[src/rtl/reg_file_wb_pkg.sv]
// Shared register-file definitions, also used by the ID/EX buffer and hazard unit.
package reg_file_wb_pkg;

    localparam int REG_DATA_W   = 16;
    localparam int REG_NUM      = 16;
    localparam int REG_ADDR_W   = 4;
    localparam int REG_ZERO_IDX = 0;

    typedef logic [REG_ADDR_W-1:0] reg_idx_t;
    typedef logic [REG_DATA_W-1:0] reg_data_t;

endpackage : reg_file_wb_pkg

[src/rtl/reg_file_wb_reg_word.sv]
// reg_word: one architectural register, write-enabled, async active-low clear.
module reg_word #(
    parameter int DATA_W = 16
) (
    input  logic              clk,
    input  logic              rst_n,
    input  logic              i_we,
    input  logic [DATA_W-1:0] i_d,
    output logic [DATA_W-1:0] o_q
);

    logic [DATA_W-1:0] r_q;

    // Hold value; load on write enable; clear immediately on reset.
    always_ff @(posedge clk or negedge rst_n) begin
        if (!rst_n)    r_q <= '0;
        else if (i_we) r_q <= i_d;
    end

    assign o_q = r_q;

endmodule : reg_word

[src/rtl/reg_file_wb.sv]
// reg_file_wb: 16x16 register file, 2 async read ports, 1 sync write port.
// R0 is a constant zero. Optional same-cycle write-to-read bypass is
// enabled by defining REG_FILE_WB_BYPASS_EN.
module reg_file_wb
    import reg_file_wb_pkg::*;
#(
    parameter int DATA_W   = REG_DATA_W,
    parameter int NUM_REGS = REG_NUM,
    parameter int ADDR_W   = REG_ADDR_W
) (
    input  logic              clk,
    input  logic              rst_n,
    input  logic [ADDR_W-1:0] srcReg1,
    input  logic [ADDR_W-1:0] srcReg2,
    input  logic [ADDR_W-1:0] dstReg,
    input  logic              writeReg,
    input  logic [DATA_W-1:0] dstData,
    output logic [DATA_W-1:0] srcData1,
    output logic [DATA_W-1:0] srcData2
);

    logic [NUM_REGS-1:0][DATA_W-1:0] w_regs;
    logic [NUM_REGS-1:0]             w_we;
    logic                            w_wr_valid;

    // A write to R0 is never a real write; it must not load or bypass.
    assign w_wr_valid = writeReg && (dstReg != ADDR_W'(REG_ZERO_IDX));

    // R0 has no storage.
    assign w_regs[0] = '0;
    assign w_we[0]   = 1'b0;

    genvar gi;
    generate
        for (gi = 1; gi < NUM_REGS; gi++) begin : g_reg
            assign w_we[gi] = w_wr_valid && (dstReg == ADDR_W'(gi));

            reg_word #(.DATA_W(DATA_W)) u_word (
                .clk   (clk),
                .rst_n (rst_n),
                .i_we  (w_we[gi]),
                .i_d   (dstData),
                .o_q   (w_regs[gi])
            );
        end
    endgenerate

`ifdef REG_FILE_WB_BYPASS_EN
    // Read muxes with write-before-read forwarding; suppressed during reset
    // so outputs stay zero while rst_n is low.
    always_comb begin
        srcData1 = w_regs[srcReg1];
        srcData2 = w_regs[srcReg2];
        if (rst_n && w_wr_valid && (srcReg1 == dstReg)) srcData1 = dstData;
        if (rst_n && w_wr_valid && (srcReg2 == dstReg)) srcData2 = dstData;
    end
`else
    // Read muxes return stored contents only; same-cycle reads see old value.
    always_comb begin
        srcData1 = w_regs[srcReg1];
        srcData2 = w_regs[srcReg2];
    end
`endif

endmodule : reg_file_wb

[config.mk]
export PLATFORM = sky130hd
export DESIGN_NAME = reg_file_wb
export DESIGN_NICKNAME = d
export VERILOG_FILES = /design/src/rtl/reg_file_wb_pkg.sv /design/src/rtl/reg_file_wb_reg_word.sv /design/src/rtl/reg_file_wb.sv
export SDC_FILE = /design/constraint.sdc
export NUM_CORES = 1
export LEC_CHECK = 0
export ABC_AREA = 1
export CELL_PAD_IN_SITES_DETAIL_PLACEMENT = 1
export CELL_PAD_IN_SITES_GLOBAL_PLACEMENT = 1
export CORE_AREA = 4 4 204 206
export CTS_CLUSTER_DIAMETER = 40
export DETAILED_ROUTE_END_ITERATION = 10
export DIE_AREA = 0 0 208 210
export PLACE_DENSITY = 0.75
export SLEW_MARGIN = 10
export SYNTH_ARGS = -nofsm -noshare
export SYNTH_HDL_FRONTEND = slang
export SYNTH_SLANG_ARGS = --single-unit
[constraint.sdc]
create_clock -name clk -period 2 [get_ports clk]
set_input_delay 0.4 -clock clk [delete_from_list [all_inputs] [get_ports clk]]
set_output_delay 0.4 -clock clk [all_outputs]
set_load 0.05 [all_outputs]
==> flow_summary_export.csv, run 1 <==
group,metric,value,unit
placed_design,place_area,16300,um2
sta,final-hold-violation-count,0,
synthesis,ys_seq_area_share,43.4,%
sta,slew-limit-headroom,65.7,%
sta,post-route-period-util,105,%
synthesis,synth_cell_types,14,
cts,cts.sinks,240,
placed_design,gp_congestion,0.879,
synthesis,avgSynthCellArea,6.64,um2
global_routing,gr-usage-all-layers,26.3,%
pwr,powerDensity,1040,nW/um2
hold_path,min_path_type,"in2async",
sta,fmax,478,MHz
finish,largest_reg_flops,240,
cts,clkSlewWorstSetupHoldPaths,50,ps
worst_setup_path,worstPathRequired,1600,ps
worst_setup_path,cp_data_arrival_time,1690,ps
placed_design,dp_hpwl,36700,um
floorplanning,dieArea,43700,um2
global_routing,grt_pass1_wl,90900,um
floorplanning,ios,63,
detailed_routing,highest_layer,"met4",
status,violations,"setup timing",
cts,h-tree-depth,2,
placed_design,preCtsSetupSlack,-158,ps
status,run_status,"finished with violations",
finish,layout.nets,2248,
detailed_routing,viasPerCell,5.60,
worst_setup_path,r2r_end,"g_reg[7].u_word.o_q[8]$_DFFE_PN0P_",
sta,setup-violations-final,21,
detailed_routing,route.met3.wl,4700,um
synthesis,synth-seq-cells,240,
run,maxCapViolations,0,
global_routing,antenna_found_initial,0,
worst_setup_path,end_kind,"output port",
worst_setup_path,critPathLaunch,"g_reg[7].u_word.o_q[8]$_DFFE_PN0P_",
synthesis,syn-cell-area,13800,um2
detailed_routing,drt-total-wl,63500,um
placed_design,portBuffers,62,
detailed_routing,drcViolationCount,0,
cts,cts_made_buffers,47,
cts,clockRootBuffer,"clkbuf_16",
global_routing,grt-ovfl-total,0,
finish,syn2layout_area_growth,45.8,%
sta,fin_skew,0,ps
detailed_routing,wl_per_cell,22.9,um
floorplanning,start_util,34.9,%
worst_setup_path,r2r-start,"g_reg[7].u_word.o_q[8]$_DFFE_PN0P_",
synthesis,synth_warnings,0,
global_routing,grt_max_degree,53,
worst_setup_path,reg2regPathDepth,3,
floorplanning,fp-row-count,73,
pwr,p_leak,9.86,nW
finish,antenna_cells,0,
floorplanning,core_area,39600,um2
detailed_routing,drt_iter0_drc,1312,
finish,stdcell_area,20200,um2
cts,clk_path_buf_depth,3,
pwr,ir_drop,0.698,mV
detailed_routing,wl_met1,25300,um
finish,drive_above_1_share,36.2,%
pwr,post-layout-total-power,21.0,mW
floorplanning,dieWidth,208,um
worst_setup_path,crit_type,"reg2out",
detailed_routing,dr.pass1.iters,5,
sta,rsz0062_at_grt,"true",
synthesis,syn_inst,2084,
sta,worst_slack,-92.8,ps
detailed_routing,wl_met2,30400,um
sta,drv_slew,0,
worst_setup_path,crit_fanout,3,
worst_setup_path,ff2ff_setup_slack,860,ps
detailed_routing,ant_nets,0,
cts,cts_tree,"built",
floorplanning,die_h,210,um
synthesis,syn-num-nets,2115,
sta,period_minus_slack,2090,ps
sta,tightest_slew,513,ps
detailed_routing,vias,15564,
worst_setup_path,setup.worst_path.start_class,"flop",
global_routing,grt_pass1_vias,15555,
cts,insertion_delay,560,ps
[layout by cell type, fill, tap and decap left out]
cell type and n:
inv_4 1, inv_6 5, dlygate4sd3_1 1, nand2_1 673, buf_12 84, o21ai_0 219, nand3_4 4, buf_8 2
nor2_1 3, clkbuf_16 51, clkbuf_8 5, buf_16 2, inv_16 1, bufinv_16 8, inv_2 165, clkdlybuf4s50_1 21
buf_4 120, clkinv_4 3, nand3_1 170, dfrtp_1 240, nand3_2 246, clkinvlp_4 4, buf_6 5, nand2_2 77
dlygate4sd2_1 2, nor3_4 2, o21ai_1 21, clkbuf_1 4, nor2_2 6, buf_2 2, nand2_4 13, clkinv_2 9
clkinv_8 1, inv_1 85
[layout make-up]
type / instances / area [um2]
multi-input cells: 1434 / 7820
fillers: 4763 / 19500
clock inverters: 29 / 397
repair buffers: 241 / 3020
well taps: 525 / 657
clock buffers: 58 / 1310
flip-flops and latches: 240 / 6010
inverters: 253 / 970
[worst max-delay path by stage]
stage	end	slack, ps	depth (start not counted)
final	srcData2[8]	-90	7
after detailed placement	srcData2[1]	-160	6
after global routing	srcData2[6]	-150	7
after CTS	srcData1[11]	-60	7
after floorplan	srcData1[4]	60	9
after global placement	srcData1[9]	-190	6
[Yosys cell counts]
cell      count  area share [%]
clkbuf_1     90             2.4
inv_2         2           0.054
buf_2        41             1.5
nor2_2        4            0.18
o21ai_0     219             7.9
nand3_1     420              15
nand2_1     763              21
buf_1        21            0.57
nor3_2        2            0.14
buf_4         5            0.27
inv_1       251             6.8
nor2_1        5            0.14
o21ai_1      21            0.76
dfrtp_1     240              43
[kinds of logic after synthesis]
kind of cell           count (synthesis)  share of synthesized area, %
and+or+nand+nor                     1194                          36.3
buffers and inverters                410                          11.6
DFF                                  240                          43.4
AOI/OAI and AO/OA                    240                          8.68
[per-layer routing]
metal | vias up | GRT usage (%)
li1 | 6857 | -
met1 | 7805 | 34.2
met2 | 687 | 44.0
met3 | 215 | 4.61
met4 | 0 | 10.1
met5 | - | 0
[repair_timing]
item	CTS	global route
pin swaps	105	111
hold buffers	1	0
hold endpoints to repair	33	0
resized for setup	253	284
buffers inserted	18	45
cloned	0	2
setup endpoints to repair	32	32
[power by group]
| part | total (mW) | internal [mW] | switching (mW) |
|---|---|---|---|
| clock network | 8.59 | 5.71 | 2.89 |
| logic | 5.89 | 2.27 | 3.62 |
| registers | 6.56 | 5.91 | 0.653 |
| total | 21.0 | 13.9 | 7.16 |
[through the flow]
| stage | TNS (ps) | hold slack (ps) | instances | utilization [%] |
|---|---|---|---|---|
| 6_report | -683 | 333 | 2780 | 50.9 |
| 5_1_grt | -2380 | 358 | 2780 | 50.9 |
| 4_1_cts | -569 | 326 | 2733 | 47.6 |
| 3_5_place_dp | -3790 | 317 | 2627 | 41.1 |
| 3_3_place_gp | -4050 | 308 | 2627 | 41.1 |
| 2_1_floorplan | 0 | 104 | 2084 | - |
[critical path, cell delays in order, from the launching register on]
cell and delay, ps:
dfrtp_1 410, inv_2 100, nand2_1 60, nand3_1 110, nand3_2 100, nand3_2 90, nand2_2 90, buf_12 150
Note: power is estimated with default switching activity, not from simulation.
==> run 2, diff against run 1 <==
--- a/config.mk
+++ b/config.mk
@@ -13,6 +13,7 @@
 export DETAILED_ROUTE_END_ITERATION = 10
 export DIE_AREA = 0 0 208 210
 export PLACE_DENSITY = 0.75
+export SETUP_SLACK_MARGIN = 0.05
 export SLEW_MARGIN = 10
 export SYNTH_ARGS = -nofsm -noshare
 export SYNTH_HDL_FRONTEND = slang
==> flow_summary_export.csv, run 2 (synthesis gave the netlist of run 1 again) <==
group,metric,value,unit
detailed_routing,wl_per_cell,22.1,um
worst_setup_path,crit_fanout,2,
detailed_routing,viasPerCell,5.56,
placed_design,gp_congestion,0.879,
cts,clk_path_buf_depth,3,
global_routing,grt_pass1_vias,15589,
sta,slew-limit-headroom,68.7,%
sta,fin_skew,0,ps
worst_setup_path,end_kind,"output port",
cts,h-tree-depth,2,
placed_design,portBuffers,62,
placed_design,dp_hpwl,36700,um
cts,cts_tree,"built",
sta,post-route-period-util,103,%
global_routing,grt-ovfl-total,0,
worst_setup_path,reg2regPathDepth,4,
detailed_routing,drcViolationCount,0,
worst_setup_path,r2r-start,"g_reg[9].u_word.o_q[7]$_DFFE_PN0P_",
worst_setup_path,worstPathRequired,1600,ps
sta,hold_slack,335,ps
finish,antenna_cells,0,
floorplanning,dieArea,43700,um2
global_routing,grt_max_degree,53,
pwr,ir_drop,0.695,mV
finish,syn2layout_area_growth,44.5,%
worst_setup_path,cp_data_arrival_time,1660,ps
worst_setup_path,crit_type,"reg2out",
detailed_routing,drt_iter0_drc,1323,
finish,seq_area,6010,um2
floorplanning,ios,63,
cts,cts.sinks,240,
floorplanning,start_util,34.9,%
detailed_routing,dr.pass1.iters,5,
status,run_status,"finished with violations",
cts,clockRootBuffer,"clkbuf_16",
sta,period_minus_slack,2060,ps
floorplanning,core_area,39600,um2
worst_setup_path,r2r_end,"g_reg[9].u_word.o_q[7]$_DFFE_PN0P_",
finish,drive_above_1_share,34.9,%
hold_path,min_path_type,"in2async",
placed_design,place_area,16300,um2
floorplanning,dieWidth,208,um
cts,insertion_delay,560,ps
finish,final_common_cell,"nand2_1",
sta,tns,-416,ps
sta,final-hold-violation-count,0,
sta,drv_slew,0,
finish,stdcell_area,20000,um2
finish,final_util,50.5,%
detailed_routing,drt-total-wl,61400,um
sta,setup-violations-final,18,
sta,fmax,485,MHz
finish,multi_input_area,7740,um2
sta,rsz0062_at_grt,"true",
sta,worst_slack,-62.4,ps
detailed_routing,vias,15433,
cts,cts_made_buffers,47,
global_routing,gr-usage-all-layers,26.3,%
pwr,p_leak,9.80,nW
worst_setup_path,ff2ff_setup_slack,1100,ps
finish,layout.nets,2244,
status,violations,"setup timing",
detailed_routing,ant_nets,0,
worst_setup_path,setup.worst_path.start_class,"flop",
global_routing,grt_pass1_wl,91000,um
finish,largest_reg_flops,240,
global_routing,antenna_found_initial,0,
cts,clkSlewWorstSetupHoldPaths,50,ps
run,maxCapViolations,0,
pwr,powerDensity,1040,nW/um2
finish,final_cell_mix,"nand2_1, dfrtp_1, nand3_2",
sta,tightest_slew,468,ps
floorplanning,die_h,210,um
floorplanning,fp-row-count,73,
finish,fillers,4765,
run 2: layer usage:
| layer | GRT usage, % | vias up | part of all wire, % |
|---|---|---|---|
| met1 | 34.2 | 7814 | 42 |
| met2 | 44.0 | 603 | 48 |
| met3 | 4.73 | 162 | 6.7 |
| li1 | - | 6854 | - |
| met5 | 0 | - | 0 |
| met4 | 10.2 | 0 | 4.0 |
run 2: worst max path at each step:
stage | startpoint | to | slack, ps | cells past startpoint
after floorplan | srcReg1[0] | srcData1[4] | 60 | 9
after global placement | srcReg1[3] | srcData1[9] | -190 | 6
after detailed placement | srcReg2[3] | srcData2[1] | -160 | 6
after CTS | g_reg[6].u_word.o_q[11]$_DFFE_PN0P_ | srcData1[11] | -60 | 7
after global routing | g_reg[10].u_word.o_q[2]$_DFFE_PN0P_ | srcData1[2] | -110 | 7
final | g_reg[10].u_word.o_q[2]$_DFFE_PN0P_ | srcData1[2] | -60 | 7
run 2: stage by stage:
step                std cells  power, mW  worst slack [ps]
floorplan                2084       9.16              63.5
global placement         2627       10.8              -189
detailed placement       2627       11.1              -158
CTS                      2736       20.2             -57.1
global route             2776       21.9              -114
finish                   2776       20.9             -62.4
run 2: cell type report:
class                           instances  share of cell area, %
Inverter                              253                   4.84
Multi-Input combinational cell       1434                   38.7
Clock buffer                           58                   6.55
Clock inverter                         29                   1.98
Timing Repair Buffer                  237                   14.6
Sequential cell                       240                   30.0
Tap cell                              525                   3.28
run 2: power breakdown:
group / internal [mW] / switching (mW)
Clock: 5.71 / 2.87
Combinational: 2.24 / 3.53
Sequential: 5.91 / 0.631
run 2: timing repair:
item / in CTS / in global routing
gates resized for setup: 263 / 245
hold buffers: 1 / 0
buffers inserted: 21 / 40
hold endpoints to repair: 33 / 0
pin swaps: 125 / 98
setup endpoints to repair: 32 / 32
run 2: worst max-delay path, stage by stage, from the launching register on:
cell	delay, ps
dfrtp_1	380
inv_1	90
nand2_1	60
nand3_1	110
nand3_2	80
nand3_2	110
nand2_2	90
buf_12	150
==> run 3, diff against run 2 <==
--- a/config.mk
+++ b/config.mk
@@ -8,13 +8,14 @@
 export ABC_AREA = 1
 export CELL_PAD_IN_SITES_DETAIL_PLACEMENT = 1
 export CELL_PAD_IN_SITES_GLOBAL_PLACEMENT = 1
-export CORE_AREA = 4 4 204 206
+export CORE_AREA = 4 4 210 212
 export CTS_CLUSTER_DIAMETER = 40
 export DETAILED_ROUTE_END_ITERATION = 10
-export DIE_AREA = 0 0 208 210
-export PLACE_DENSITY = 0.75
+export DIE_AREA = 0 0 214 216
+export PLACE_DENSITY = 0.72
 export SETUP_SLACK_MARGIN = 0.05
 export SLEW_MARGIN = 10
 export SYNTH_ARGS = -nofsm -noshare
 export SYNTH_HDL_FRONTEND = slang
 export SYNTH_SLANG_ARGS = --single-unit
+export TNS_END_PERCENT = 20
==> constraint.sdc (replaced) <==
create_clock -name clk -period 2.3 [get_ports clk]
set_input_delay 0.46 -clock clk [delete_from_list [all_inputs] [get_ports clk]]
set_output_delay 0.46 -clock clk [all_outputs]
set_load 0.05 [all_outputs]
==> flow_summary_export.csv, run 3 (synthesis gave the netlist of run 1 again) <==
group,metric,value,unit
status,run_status,"finished, final reports clean",
finish,final_util,41.7,%
placed_design,preCtsSetupSlack,62.5,ps
placed_design,dp_hpwl,35400,um
cts,h-tree-depth,2,
detailed_routing,vias,14411,
worst_setup_path,worstPathRequired,1840,ps
finish,layout.nets,2141,
cts,cts_tree,"built",
run,maxCapViolations,0,
finish,syn2layout_area_growth,26.3,%
worst_setup_path,max_stage_delay,490,ps
pwr,p_clk_share,41.9,%
sta,final-hold-violation-count,0,
pwr,combPwrFrac,24.2,%
finish,drive_above_1_share,9.79,%
cts,clkSlewWorstSetupHoldPaths,50,ps
worst_setup_path,path_common_cell,"buf_12",
detailed_routing,viasPerCell,5.37,
cts,insertion_delay,580,ps
placed_design,gp_congestion,0.835,
floorplanning,start_util,33.0,%
worst_setup_path,reg2regPathDepth,2,
pwr,switching_share,33.0,%
sta,hold_slack,423,ps
detailed_routing,dr.pass1.iters,5,
sta,rsz0062_at_grt,"true",
sta,post-route-period-util,97.1,%
detailed_routing,drt-total-wl,56600,um
sta,fin_skew,0,ps
global_routing,grt_max_degree,57,
floorplanning,dieArea,46200,um2
pwr,pwr-share-seq,33.9,%
global_routing,grt_pass1_wl,88700,um
cts,clockRootBuffer,"clkbuf_16",
global_routing,grt-ovfl-total,0,
worst_setup_path,r2r-start,"g_reg[9].u_word.o_q[2]$_DFFE_PN0P_",
placed_design,portBuffers,62,
floorplanning,dieWidth,214,um
global_routing,gr-usage-all-layers,24.2,%
sta,worst_slack,65.8,ps
pwr,post-layout-total-power,16.4,mW
finish,final_cell_mix,"nand2_1, nand3_1, inv_1",
finish,antenna_cells,0,
sta,period_minus_slack,2230,ps
finish,fin_cells,2685,
pwr,p_switching,5.41,mW
worst_setup_path,worst_path_max_delay_cell,"clkdlybuf4s50_1",
floorplanning,die_h,216,um
placed_design,place_area,15800,um2
pwr,powerDensity,938,nW/um2
worst_setup_path,path_buf_inv,4,
worst_setup_path,r2r_end,"g_reg[9].u_word.o_q[2]$_DFFE_PN0P_",
sta,drv_slew,0,
hold_path,min_path_type,"in2async",
detailed_routing,drcViolationCount,0,
pwr,ir_drop,0.459,mV
worst_setup_path,crit_fanout,16,
sta,slew-limit-headroom,64.6,%
finish,final_common_cell,"nand2_1",
sta,tns,0,ps
cts,clk_path_buf_depth,3,
cts,post-cts-setup-buffer-count,0,
sta,fmax,448,MHz
finish,fillers,5187,
sta,tightest_slew,531,ps
worst_setup_path,path_cells,"clkdlybuf4s50_1, inv_1, buf_12, nand3_1, nand2_1, buf_12",
detailed_routing,ant_nets,0,
cts,cts_made_buffers,46,
worst_setup_path,end_kind,"output port",
floorplanning,core_area,41900,um2
detailed_routing,drt_iter0_drc,1096,
worst_setup_path,setup.worst_path.start_class,"input port",
worst_setup_path,critical-path-top-delay-family,"buffers and inverters",
global_routing,antenna_found_initial,0,
detailed_routing,wl_per_cell,21.1,um
cts,cts.sinks,240,
finish,stdcell_area,17500,um2
floorplanning,fp-row-count,75,
finish,largest_reg_flops,240,
global_routing,grt_pass1_vias,15125,
pwr,p_leak,8.76,nW
worst_setup_path,crit_type,"in2out",
placed_design,placed_cells,2599,
floorplanning,ios,63,
worst_setup_path,ff2ff_setup_slack,1560,ps
sta,setup-violations-final,0,
worst_setup_path,cp_data_arrival_time,1770,ps
pwr,intPower,11.0,mW
run 3: cell count changes in the layout (fill, tap and decap cells not counted), sizes merged:
cell / change
clkdlybuf4s50: +1
buf: -103
dlymetal6s2s: +1
clkinv: -2
dlygate4sd2: -2
clkbuf: +5
bufinv: -4
inv: -4
clkinvlp: +3
run 3: power by group through the flow:
stage / combinational, mW / sequential (mW) / clock [mW]
after CTS: 3.94 / 5.57 / 6.98
final: 3.96 / 5.56 / 6.87
after detailed placement: 3.90 / 5.62 / 0
after global routing: 4.45 / 5.67 / 7.18
after floorplan: 2.47 / 5.49 / 0
after global placement: 3.74 / 5.58 / 0
run 3: worst register-to-register path, cell delays in order (launching register included):
cell and delay (ps):
dfrtp_1 390, nand2_1 80, o21ai_0 120
run 3: cell type report:
type / count / area (um2) / area share, %
inverters: 253 / 955 / 5.46
repair buffers: 135 / 1990 / 11.4
multi-input cells: 1434 / 6280 / 35.9
well taps: 539 / 674 / 3.86
clock buffers: 62 / 1300 / 7.45
flip-flops and latches: 240 / 6010 / 34.4
clock inverters: 22 / 269 / 1.54
run 3: timing repair:
item,in CTS,in global routing
gates cloned,0,1
hold endpoints to repair,49,0
hold buffers,1,0
setup endpoints to repair,4,30
resized for setup,0,14
pin swaps,0,0
run 3: worst max path at each step:
stage	startpoint	end	depth (start not counted)
after floorplan	srcReg1[0]	srcData1[4]	9
after global placement	srcReg2[3]	srcData2[8]	5
after detailed placement	srcReg2[3]	srcData2[3]	5
after CTS	srcReg2[3]	srcData2[3]	5
after global routing	g_reg[5].u_word.o_q[13]$_DFFE_PN0P_	srcData2[13]	7
final	srcReg1[3]	srcData1[14]	6
run 3: metal layers:
layer / GRT usage (%) / wire [um] / up-vias
met3: 4.51 / 3530 / 123
met5: 0 / 0 / -
met4: 8.84 / 1730 / 0
li1: - / - / 6617
met2: 39.1 / 25700 / 483
met1: 32.7 / 25600 / 7188
